--- src/rtl/div.sv ---
// Multi-cycle 32-bit restoring divider for the EX stage; returns {remainder, quotient}.
// Signed operands are divided as magnitudes and the signs are restored on the final step.
module div (
    input  logic        clk,
    input  logic        rst,
    input  logic        signed_div_i,
    input  logic [31:0] opdata1_i,
    input  logic [31:0] opdata2_i,
    input  logic        start_i,
    input  logic        annul_i,
    output logic [63:0] result_o,
    output logic        ready_o
);

    typedef enum logic [1:0] {
        S_FREE   = 2'b00,
        S_BYZERO = 2'b01,
        S_ON     = 2'b10,
        S_END    = 2'b11
    } state_e;

    state_e      state_q, state_d;
    logic [5:0]  cnt_q, cnt_d;
    logic [64:0] w_q, w_d;
    logic [31:0] divisor_q, divisor_d;
    logic        neg_quo_q, neg_quo_d;
    logic        neg_rem_q, neg_rem_d;
    logic [63:0] result_q, result_d;
    logic        ready_q, ready_d;

    logic        neg_a, neg_b;
    logic [31:0] abs_a, abs_b;
    logic [32:0] diff;
    logic [31:0] quo, rem;

    always_comb begin
        neg_a = signed_div_i & opdata1_i[31];
        neg_b = signed_div_i & opdata2_i[31];
        abs_a = neg_a ? (32'd0 - opdata1_i) : opdata1_i;
        abs_b = neg_b ? (32'd0 - opdata2_i) : opdata2_i;
        diff  = {1'b0, w_q[63:32]} - {1'b0, divisor_q};
        quo   = neg_quo_q ? (32'd0 - w_q[31:0]) : w_q[31:0];
        rem   = neg_rem_q ? (32'd0 - w_q[64:33]) : w_q[64:33];

        state_d   = state_q;
        cnt_d     = cnt_q;
        w_d       = w_q;
        divisor_d = divisor_q;
        neg_quo_d = neg_quo_q;
        neg_rem_d = neg_rem_q;
        result_d  = result_q;
        ready_d   = ready_q;

        case (state_q)
            S_FREE: begin
                ready_d  = 1'b0;
                result_d = 64'd0;
                if (start_i && !annul_i) begin
                    if (opdata2_i == 32'd0) begin
                        state_d = S_BYZERO;
                    end else begin
                        divisor_d = abs_b;
                        w_d       = {32'd0, abs_a, 1'b0};
                        cnt_d     = 6'd0;
                        neg_quo_d = neg_a ^ neg_b;
                        neg_rem_d = neg_a;
                        state_d   = S_ON;
                    end
                end
            end
            S_BYZERO: begin
                w_d     = 65'd0;
                state_d = S_END;
            end
            S_ON: begin
                if (annul_i) begin
                    cnt_d   = 6'd0;
                    state_d = S_FREE;
                end else if (cnt_q != 6'd32) begin
                    // Restore by simply not committing the subtraction when it borrows.
                    if (diff[32]) w_d = {w_q[63:0], 1'b0};
                    else          w_d = {diff[31:0], w_q[31:0], 1'b1};
                    cnt_d = cnt_q + 6'd1;
                end else begin
                    result_d = {rem, quo};
                    ready_d  = 1'b1;
                    cnt_d    = 6'd0;
                    state_d  = S_END;
                end
            end
            S_END: begin
                if (start_i) begin
                    ready_d = 1'b1;
                end else begin
                    ready_d  = 1'b0;
                    result_d = 64'd0;
                    state_d  = S_FREE;
                end
            end
            default: state_d = S_FREE;
        endcase
    end

    always_ff @(posedge clk or posedge rst) begin
        if (rst) begin
            state_q   <= S_FREE;
            cnt_q     <= 6'd0;
            w_q       <= 65'd0;
            divisor_q <= 32'd0;
            neg_quo_q <= 1'b0;
            neg_rem_q <= 1'b0;
            result_q  <= 64'd0;
            ready_q   <= 1'b0;
        end else begin
            state_q   <= state_d;
            cnt_q     <= cnt_d;
            w_q       <= w_d;
            divisor_q <= divisor_d;
            neg_quo_q <= neg_quo_d;
            neg_rem_q <= neg_rem_d;
            result_q  <= result_d;
            ready_q   <= ready_d;
        end
    end

    assign result_o = result_q;
    assign ready_o  = ready_q;

endmodule

--- config.mk ---
export PLATFORM = sky130hd
export DESIGN_NAME = div
export DESIGN_NICKNAME = d
export VERILOG_FILES = /design/src/rtl/div.sv
export SDC_FILE = /design/constraint.sdc
export NUM_CORES = 1
export LEC_CHECK = 0
export ABC_AREA = 1
export BUFFER_PORTS_ARGS = -buffer_cell sky130_fd_sc_hd__buf_2
export CELL_PAD_IN_SITES_DETAIL_PLACEMENT = 1
export CELL_PAD_IN_SITES_GLOBAL_PLACEMENT = 2
export CORE_MARGIN = 1.5
export CORE_UTILIZATION = 33
export CTS_CLUSTER_SIZE = 10
export DETAILED_ROUTE_END_ITERATION = 7
export PLACE_DENSITY_LB_ADDON = 0.1
export REMOVE_ABC_BUFFERS = 1
export SKIP_CTS_REPAIR_TIMING = 1
export SYNTH_ARGS = -nofsm -noshare
export SYNTH_HDL_FRONTEND = slang
export SYNTH_SLANG_ARGS = --single-unit
--- constraint.sdc ---
create_clock -name clk -period 6.55 [get_ports clk]
set_input_delay 1.31 -clock clk [delete_from_list [all_inputs] [get_ports clk]]
set_output_delay 1.31 -clock clk [all_outputs]
set_load 0.02 [all_outputs]
Word level (Yosys, flattened, before mapping). Cells that the tools add are included.

Register bits after elaboration: 172. Input port bits: 69. Output and inout port bits: 65.

$add $sub $neg: 6. Equal/unequal tests: 11. Muxes and demuxes: 29. Bitwise gates (word level): 4. Reductions and logical operators: 13.

Operators by type and width (count): $mux W65 (5); $pmux W65 S3 (1); $mux W64 (3); $pmux W64 S3 (1); $mux W32 (4); $sub A1 B32 Y32 const A (4); $sub A32 B32 Y33 (1); $logic_not A32 Y1 (1); $mux W6 (4); $ne A2 B2 Y1 const B (6); $pmux W6 S2 (1); $reduce_and A3 Y1 (4); $mux W2 (5); $pmux W2 S4 (1); $add A6 B1 Y6 const B (1); $ne A6 B6 Y1 const B (1); $reduce_bool A3 Y1 (2); $reduce_and A5 Y1 (1); $eq A2 B2 Y1 const B (2); $reduce_and A4 Y1 (1); $mux W1 (3); $ne A3 B3 Y1 const B (1); $pmux W1 S3 (1); $and A1 B1 Y1 (2); other kinds (7) (7).

Logic depth before layout (Yosys ltp). Gate-level depths: netlist of run 1.

Depth after elaboration: 5. Gate-level depth with buffers: 17. Gate-level depth less buffers: 17.

Worst setup path after synthesis of run 1. Ideal clock, no wire load.

Path type: input port to flip-flop. From: input port opdata2_i[1]. To: register w_q[14]. Data arrival time: 2.629 ns. Required time: 6.434 ns. Path slack: 3.804 ns. Stages on the path: 13. Path buffers: 2. Cell sequence: inv_1 ha_1 nand2_1 nor2_4 nand2_2 nor2_4 nand4_4 nand2_2 inv_2 buf_6 buf_6 nand2_1 nand2_1.

Longest elaborated chain between the ends: 3.

RTL lines: start, declared (line 8) `input logic [31:0] opdata2_i,`; $logic_not A32 Y1 (line 59) `if (opdata2_i == 32'd0) begin`; $ne A2 B2 Y1 (no source line); $reduce_and A5 Y1 (no source line); end signal, assigned (line 117) `w_q <= w_d;`; end, declared (line 24) `logic [64:0] w_q, w_d;`.

Every way passes these cells. A chain may end at the register's enable or synchronous reset.

Final worst setup path of run 1.
From: input port opdata2_i[1]. To: register w_q[1].

Same word-level chain as after synthesis.

==> results of run 1 <==
==> power groups by stage <==
| stage | clock network [mW] | logic, mW | registers [mW] |
|---|---|---|---|
| floorplan | 0 | 1.91 | 1.68 |
| global placement | 0 | 3.07 | 1.65 |
| detailed placement | 0 | 3.13 | 1.66 |
| CTS | 1.04 | 3.15 | 1.64 |
| global route | 1.08 | 3.50 | 1.68 |
| finish | 1.01 | 3.11 | 1.64 |
==> registers in the layout, indices dropped and copies added, names as in the netlist <==
signal,flops
ready_o,1
cnt_q,6
result_o,64
neg_quo_q,1
neg_rem_q,1
w_q,65
state_q,2
divisor_q,32
==> cell usage after synthesis (5+ instances only) <==
library cell  number
buf_2             25
o21ai_1           26
inv_2              6
a22o_1            18
inv_1            321
o22ai_1            7
xor2_1            44
clkbuf_1          24
nand3_1          205
o21ai_0          113
nand3b_1           8
nor3_1            14
ha_1              43
nand4_1           32
nor2_1           228
dfrtp_1          172
buf_6              8
a21oi_1           74
o31ai_1            5
xnor2_1           12
nand2_1          710
==> through the flow <==
stage / power, mW / cell area [um2] / utilization (%) / cells / setup slack, ns
after detailed placement: 4.795 / 14460 / 36.31 / 2742 / 2.397
after floorplan: 3.591 / 13040 / - / 2072 / 0.5799
after global routing: 6.259 / 15020 / 37.72 / 2774 / 2.586
after CTS: 5.838 / 15020 / 37.72 / 2774 / 2.875
final: 5.766 / 15020 / 37.72 / 2774 / 2.839
after global placement: 4.721 / 14460 / 36.31 / 2742 / 2.522
==> logic make-up after synthesis <==
kind of cell / synth area share (%)
AO/OA/AOI/OAI: 10.77
XOR/XNOR: 3.669
adder cells (fa/ha/maj): 4.174
buffers and inverters: 11.69
flip-flops: 32.19
AND/OR/NAND/NOR: 37.50
==> area by class of cell <==
cell class	instances	area [um2]	share of cell area, %
tap	525	656.9	4.373
timing repair buffer	145	755.7	5.031
clock buffer	20	446.7	2.974
clock inverter	12	115.1	0.7663
inverter	328	1239	8.246
multi-input combinational	1572	7505	49.96
sequential	172	4304	28.65
==> worst paths after layout <==
check,cells past startpoint,endpoint,slack [ns]
hold / removal,2,result_o[9]$_DFFE_PP0P_,0.48
setup / recovery,13,w_q[1]$_DFFE_PP0P_,2.84
hold reg to reg,2,result_o[9]$_DFFE_PP0P_,0.48
setup reg to reg,16,w_q[39]$_DFFE_PP0P_,2.87
max in group asynchronous,3,w_q[51]$_DFFE_PP0P_,4.19
min in group asynchronous,2,result_o[16]$_DFFE_PP0P_,1.05
==> layout by cell type (no fill, tap or decap), types with 2 or more instances in the layout <==
| cell type | n |
|---|---|
| nand2_2 | 4 |
| clkbuf_1 | 2 |
| inv_1 | 320 |
| xor2_1 | 44 |
| a31oi_1 | 3 |
| dfrtp_1 | 172 |
| o211ai_1 | 4 |
| nand4_1 | 32 |
| a22o_1 | 18 |
| clkbuf_16 | 17 |
| nor3_1 | 14 |
| nor2_2 | 3 |
| a21oi_1 | 74 |
| o21ai_0 | 113 |
| nor2_4 | 3 |
| o22ai_1 | 7 |
| o21ai_1 | 26 |
| ha_1 | 43 |
| nor2_1 | 227 |
| nand3_1 | 205 |
| nand3b_1 | 8 |
| nand2_1 | 710 |
| o31ai_1 | 5 |
| inv_6 | 3 |
| buf_4 | 12 |
| a22oi_1 | 2 |
| o21ai_2 | 3 |
| buf_2 | 133 |
| xnor2_1 | 12 |
| clkinvlp_4 | 6 |
| nand4_2 | 2 |
| inv_2 | 6 |
==> per-layer routing <==
layer	part of all wire, %	wire length, um
met3	3.1	1557
met5	0.016	8
met4	1.5	734
met2	43	21800
met1	52	26420
==> tightest hold or removal path, stage by stage, from the launching register on <==
cell     delay (ns)
dfrtp_1        0.35
nand2_1        0.05
nand2_1        0.05
==> impl_metrics.py, run 1 <==
metrics = {
    "critical_path": {
        "end_kind": "register",
        "startpoint": "opdata2_i[1]",
        "required_ns": 6.86,
        "startpoint_type": "primary input",
        "crit_chain": "buf_2 -> inv_1 -> ha_1 -> nand2_1 -> nor2_4 -> nand2_2 -> nor2_4 -> nand4_4 -> nand2_2 -> buf_4 -> inv_2 -> o211ai_1 -> o21ai_1",
        "slowest_stage": "buf_4",
        "r2r-start": "w_q[32]$_DFFE_PP0P_",
        "crit_path_max_fanout": 50,
        "crit_family": "buffers and inverters",
        "crit_buf_inv": 4,
        "cp.arrival_ns": 4.02,
        "critPathKind": "primary input to register",
        "cpPeakStageDelay_ns": 0.55,
    },
    "grt": {
        "grt_pass1_wl_um": 79260,
        "grt_pass1_vias": 13920,
        "grt.busiest_layer": "met2",
        "grt.total_usage_pct": 24.63,
        "antenna_found_initial": 1,
        "overflow": 0,
        "grt_max_degree": 123,
        "met1_usage_pct": 37.07,
        "globalRouteMet2Util_pct": 37.63,
        "gr-usage-met3_pct": 2.758,
    },
    "sta": {
        "hold_violations": 0,
        "finalMaxSlewViolations": 0,
        "rsz0062_at_grt": "false",
        "skew_ns": 0.01259,
        "period_share_pct": 56.65,
        "tns_ns": 0,
        "worst_slew_margin_rel_pct": 25.16,
        "period_minus_slack_ns": 3.711,
        "fmax_ghz": 0.2695,
        "setup_violations": 0,
        "hold_slack_ns": 0.4827,
        "worst_slew_pin_slew_ns": 1.121,
    },
    "place": {
        "port_buffers": 133,
        "place_congestion": 0.8763,
        "hpwlAfterDp_um": 39470,
    },
    "power_and_ir_drop": {
        "seqPwrFrac_pct": 28.5,
        "intPower_mw": 2.768,
        "p_clk_share_pct": 17.6,
        "swShare_pct": 52.00,
        "pwr_density_cell_nw_per_um2": 383.8,
        "leakage_nw": 8.307,
        "p_switching_mw": 2.998,
        "ir_worst_vdd_mv": 0.2092,
        "comb_power_share_pct": 53.9,
    },
    "synthesis": {
        "yosys_warnings": 0,
        "post_synth_instance_area_um2": 13370,
        "synth_edf_count": 0,
        "yosysTopAreaCellShare_pct": 32.19,
        "synth.area.top_cells": "dfrtp_1, nand2_1, inv_1",
        "syn_inst": 2134,
        "synthArstFlopShare_pct": 100.0,
        "ys.flop_type": "dfrtp_1",
        "synth_top_area_cell": "dfrtp_1",
        "ys_types": 42,
        "ys_ff_latch": 172,
        "ys_seq_area_share_pct": 32.19,
        "avgSynthCellArea_um2": 6.265,
    },
    "cells_and_area": {
        "area_delta_synth_final_pct": 12.36,
        "drive_gt1_share_pct": 8.937,
        "fillers": 5383,
        "nets": 2349,
        "n_antenna_cell": 0,
    },
    "routing": {
        "wl_um": 50520,
        "wl_per_cell_um": 18.21,
        "avgViaCountPerCell": 5.005,
        "ant_nets": 0,
        "first_pass_iters": 5,
        "drc": 0,
        "vias": 13880,
        "drt_iter0_markers": 832,
    },
    "clocking": {
        "clock_latency_ns": 0.45,
        "cts_tree": "yes",
        "h-tree-depth": 4,
        "cts.sinks": 172,
        "clk_pin_slew_ns": 0.07,
        "cts.path.max_buffers": 2,
        "root_buffer": "clkbuf_16",
        "numCtsBuffers": 17,
    },
    "floorplan": {
        "die_w_um": 204.3,
        "core_region_area_um2": 39820,
        "pin_count": 134,
        "fp.dieH_um": 204.3,
        "initial_utilization_pct": 33.57,
        "row_count": 73,
        "die_area_um2": 41730,
    },
    "job": {
        "cap_violations": 0,
    },
    "hold_path": {
        "hp-class": "register to register",
        "hold_start": "result_o[9]$_DFFE_PP0P_",
    },
    "run_status": {
        "outcome": "complete, no violations",
    },
}
Power figures use the tool's default switching activity.
==> inputs of run 2 (changes only) <==
==> constraint.sdc (replaced) <==
create_clock -name clk -period 3.5 [get_ports clk]
set_input_delay 0.7 -clock clk [delete_from_list [all_inputs] [get_ports clk]]
set_output_delay 0.7 -clock clk [all_outputs]
set_load 0.02 [all_outputs]
==> run 2 against run 1 <==
Net effect:
- critical path type is now register to register
- register-to-register slack worse by 2.4 ns
- worst setup slack worse by 2.4 ns
- largest power group unchanged
- via count is 0.53% higher
==> impl_metrics.py, run 2 (synthesized netlist as in run 1, its figures left out) <==
metrics = {
    "run_status": {
        "outcome": "complete, no violations",
    },
    "grt": {
        "gr-usage-met3_pct": 2.806,
        "grt_pass1_vias": 13960,
        "grt_max_degree": 100,
        "grt.total_usage_pct": 24.94,
        "overflow": 0,
        "grt.busiest_layer": "met2",
        "antenna_found_initial": 1,
        "met1_usage_pct": 37.25,
        "grt_pass1_wl_um": 80010,
        "globalRouteMet2Util_pct": 38.39,
    },
    "clocking": {
        "cts.path.max_buffers": 2,
        "h-tree-depth": 4,
        "root_buffer": "clkbuf_16",
        "clock_latency_ns": 0.45,
        "numCtsBuffers": 17,
        "clk_pin_slew_ns": 0.08,
        "cts.sinks": 172,
        "cts_tree": "yes",
    },
    "power_and_ir_drop": {
        "leakage_nw": 8.451,
        "pwr_density_cell_nw_per_um2": 724.1,
        "ir_worst_vdd_mv": 0.6271,
    },
    "floorplan": {
        "fp.dieH_um": 204.3,
        "initial_utilization_pct": 33.57,
        "pin_count": 134,
        "row_count": 73,
        "die_w_um": 204.3,
        "die_area_um2": 41730,
        "core_region_area_um2": 39820,
    },
    "critical_path": {
        "end_kind": "register",
        "critPathKind": "register to register",
        "crit_path_max_fanout": 29,
        "startpoint_type": "register",
        "required_ns": 3.88,
        "cp.arrival_ns": 3.40,
    },
    "cells_and_area": {
        "fillers": 5360,
        "area_delta_synth_final_pct": 13.93,
        "final_cell_mix": "nand2_1, inv_1, nor2_1",
        "drive_gt1_share_pct": 9.749,
        "regMostFlops": "w_q",
        "final_util_pct": 38.25,
        "final_common_cell": "nand2_1",
        "fin_cells": 2793,
        "nets": 2367,
        "largest_register_ffs": 65,
    },
    "routing": {
        "drc": 0,
        "wl_um": 50990,
        "ant_nets": 0,
        "wl_per_cell_um": 18.26,
        "drt_iter0_markers": 778,
        "vias": 13960,
        "avgViaCountPerCell": 4.997,
        "first_pass_iters": 5,
    },
    "place": {
        "place_congestion": 0.8953,
        "placed_cells": 2760,
        "port_buffers": 133,
        "hpwlAfterDp_um": 40660,
    },
    "sta": {
        "period_minus_slack_ns": 3.012,
        "period_share_pct": 86.04,
        "worst_slew_pin_slew_ns": 0.9105,
        "rsz0062_at_grt": "false",
        "fmax_ghz": 0.3321,
        "setup_violations": 0,
        "finalMaxSlewViolations": 0,
        "skew_ns": 0.01281,
        "worst_slew_margin_rel_pct": 39.21,
        "hold_violations": 0,
    },
    "hold_path": {
        "hp-class": "primary input to async pin",
    },
    "job": {
        "cap_violations": 0,
    },
}
[run 2: where the power goes]
part           switching [mW]  total (mW)  internal (mW)  leakage, nW
sequential              0.429        2.99           2.56         2.27
combinational            4.28        5.97           1.69         5.88
clock                   0.934        2.07           1.14        0.299
[run 2: path summary, 6_finish.rpt]
| path | from | end | slack, ns | cells past startpoint |
|---|---|---|---|---|
| setup / recovery | w_q[32]$_DFFE_PP0P_ | w_q[52]$_DFFE_PP0P_ | 0.49 | 17 |
| hold / removal | rst | result_o[38]$_DFFE_PP0P_ | 0.39 | 2 |
| setup reg to reg | w_q[32]$_DFFE_PP0P_ | w_q[52]$_DFFE_PP0P_ | 0.49 | 17 |
| hold reg to reg | result_o[15]$_DFFE_PP0P_ | result_o[15]$_DFFE_PP0P_ | 0.48 | 2 |
| max in group asynchronous | rst | w_q[45]$_DFFE_PP0P_ | 2.27 | 3 |
| min in group clk | result_o[15]$_DFFE_PP0P_ | result_o[15]$_DFFE_PP0P_ | 0.48 | 2 |
[run 2: area by class of cell]
class                           count  area [um2]  area share, %
Multi-Input combinational cell   1572        7505          49.27
Sequential cell                   172        4304          28.26
Inverter                          328        1239          8.133
Timing Repair Buffer              163       915.9          6.013
Tap cell                          525       656.9          4.313
Clock buffer                       17       425.4          2.793
Clock inverter                     15       182.7          1.199
Antenna cell                        1       2.502        0.01643
[run 2: critical path, stage by stage (launching register included)]
cell and delay, ns:
dfrtp_1 0.36, inv_1 0.09, ha_1 0.22, fa_1 0.35, inv_1 0.08, nand2_1 0.07
nand2_1 0.14, nand3_1 0.10, nand2_1 0.14, nand2_1 0.09, nand2_1 0.11, nand2_1 0.07
nand2_2 0.38, buf_4 0.40, nor2_1 0.08, nor2_1 0.13, nand2_1 0.08, nand2_1 0.06
[run 2: routing by layer]
layer / vias to the layer above / wire, um / part of all wire (%)
li1: 6964 / - / -
met5: - / 0 / 0
met2: 256 / 22170 / 43
met1: 6699 / 26170 / 51
met4: 0 / 703 / 1.4
met3: 37 / 1939 / 3.8
[run 2: per-stage QoR]
| step | TNS (ns) | power, mW | setup WS, ns | hold slack [ns] | area, um2 |
|---|---|---|---|---|---|
| floorplan | -319.95 | 6.720 | -1.860 | 0.4491 | 13040 |
| global placement | 0 | 8.927 | 0.4746 | 0.4608 | 14620 |
| detailed placement | 0 | 9.014 | 0.4720 | 0.4667 | 14620 |
| CTS | 0 | 11.14 | 0.4559 | 0.4200 | 15230 |
| global route | 0 | 11.97 | 0.1923 | 0.4466 | 15230 |
| finish | 0 | 11.03 | 0.4884 | 0.3937 | 15230 |
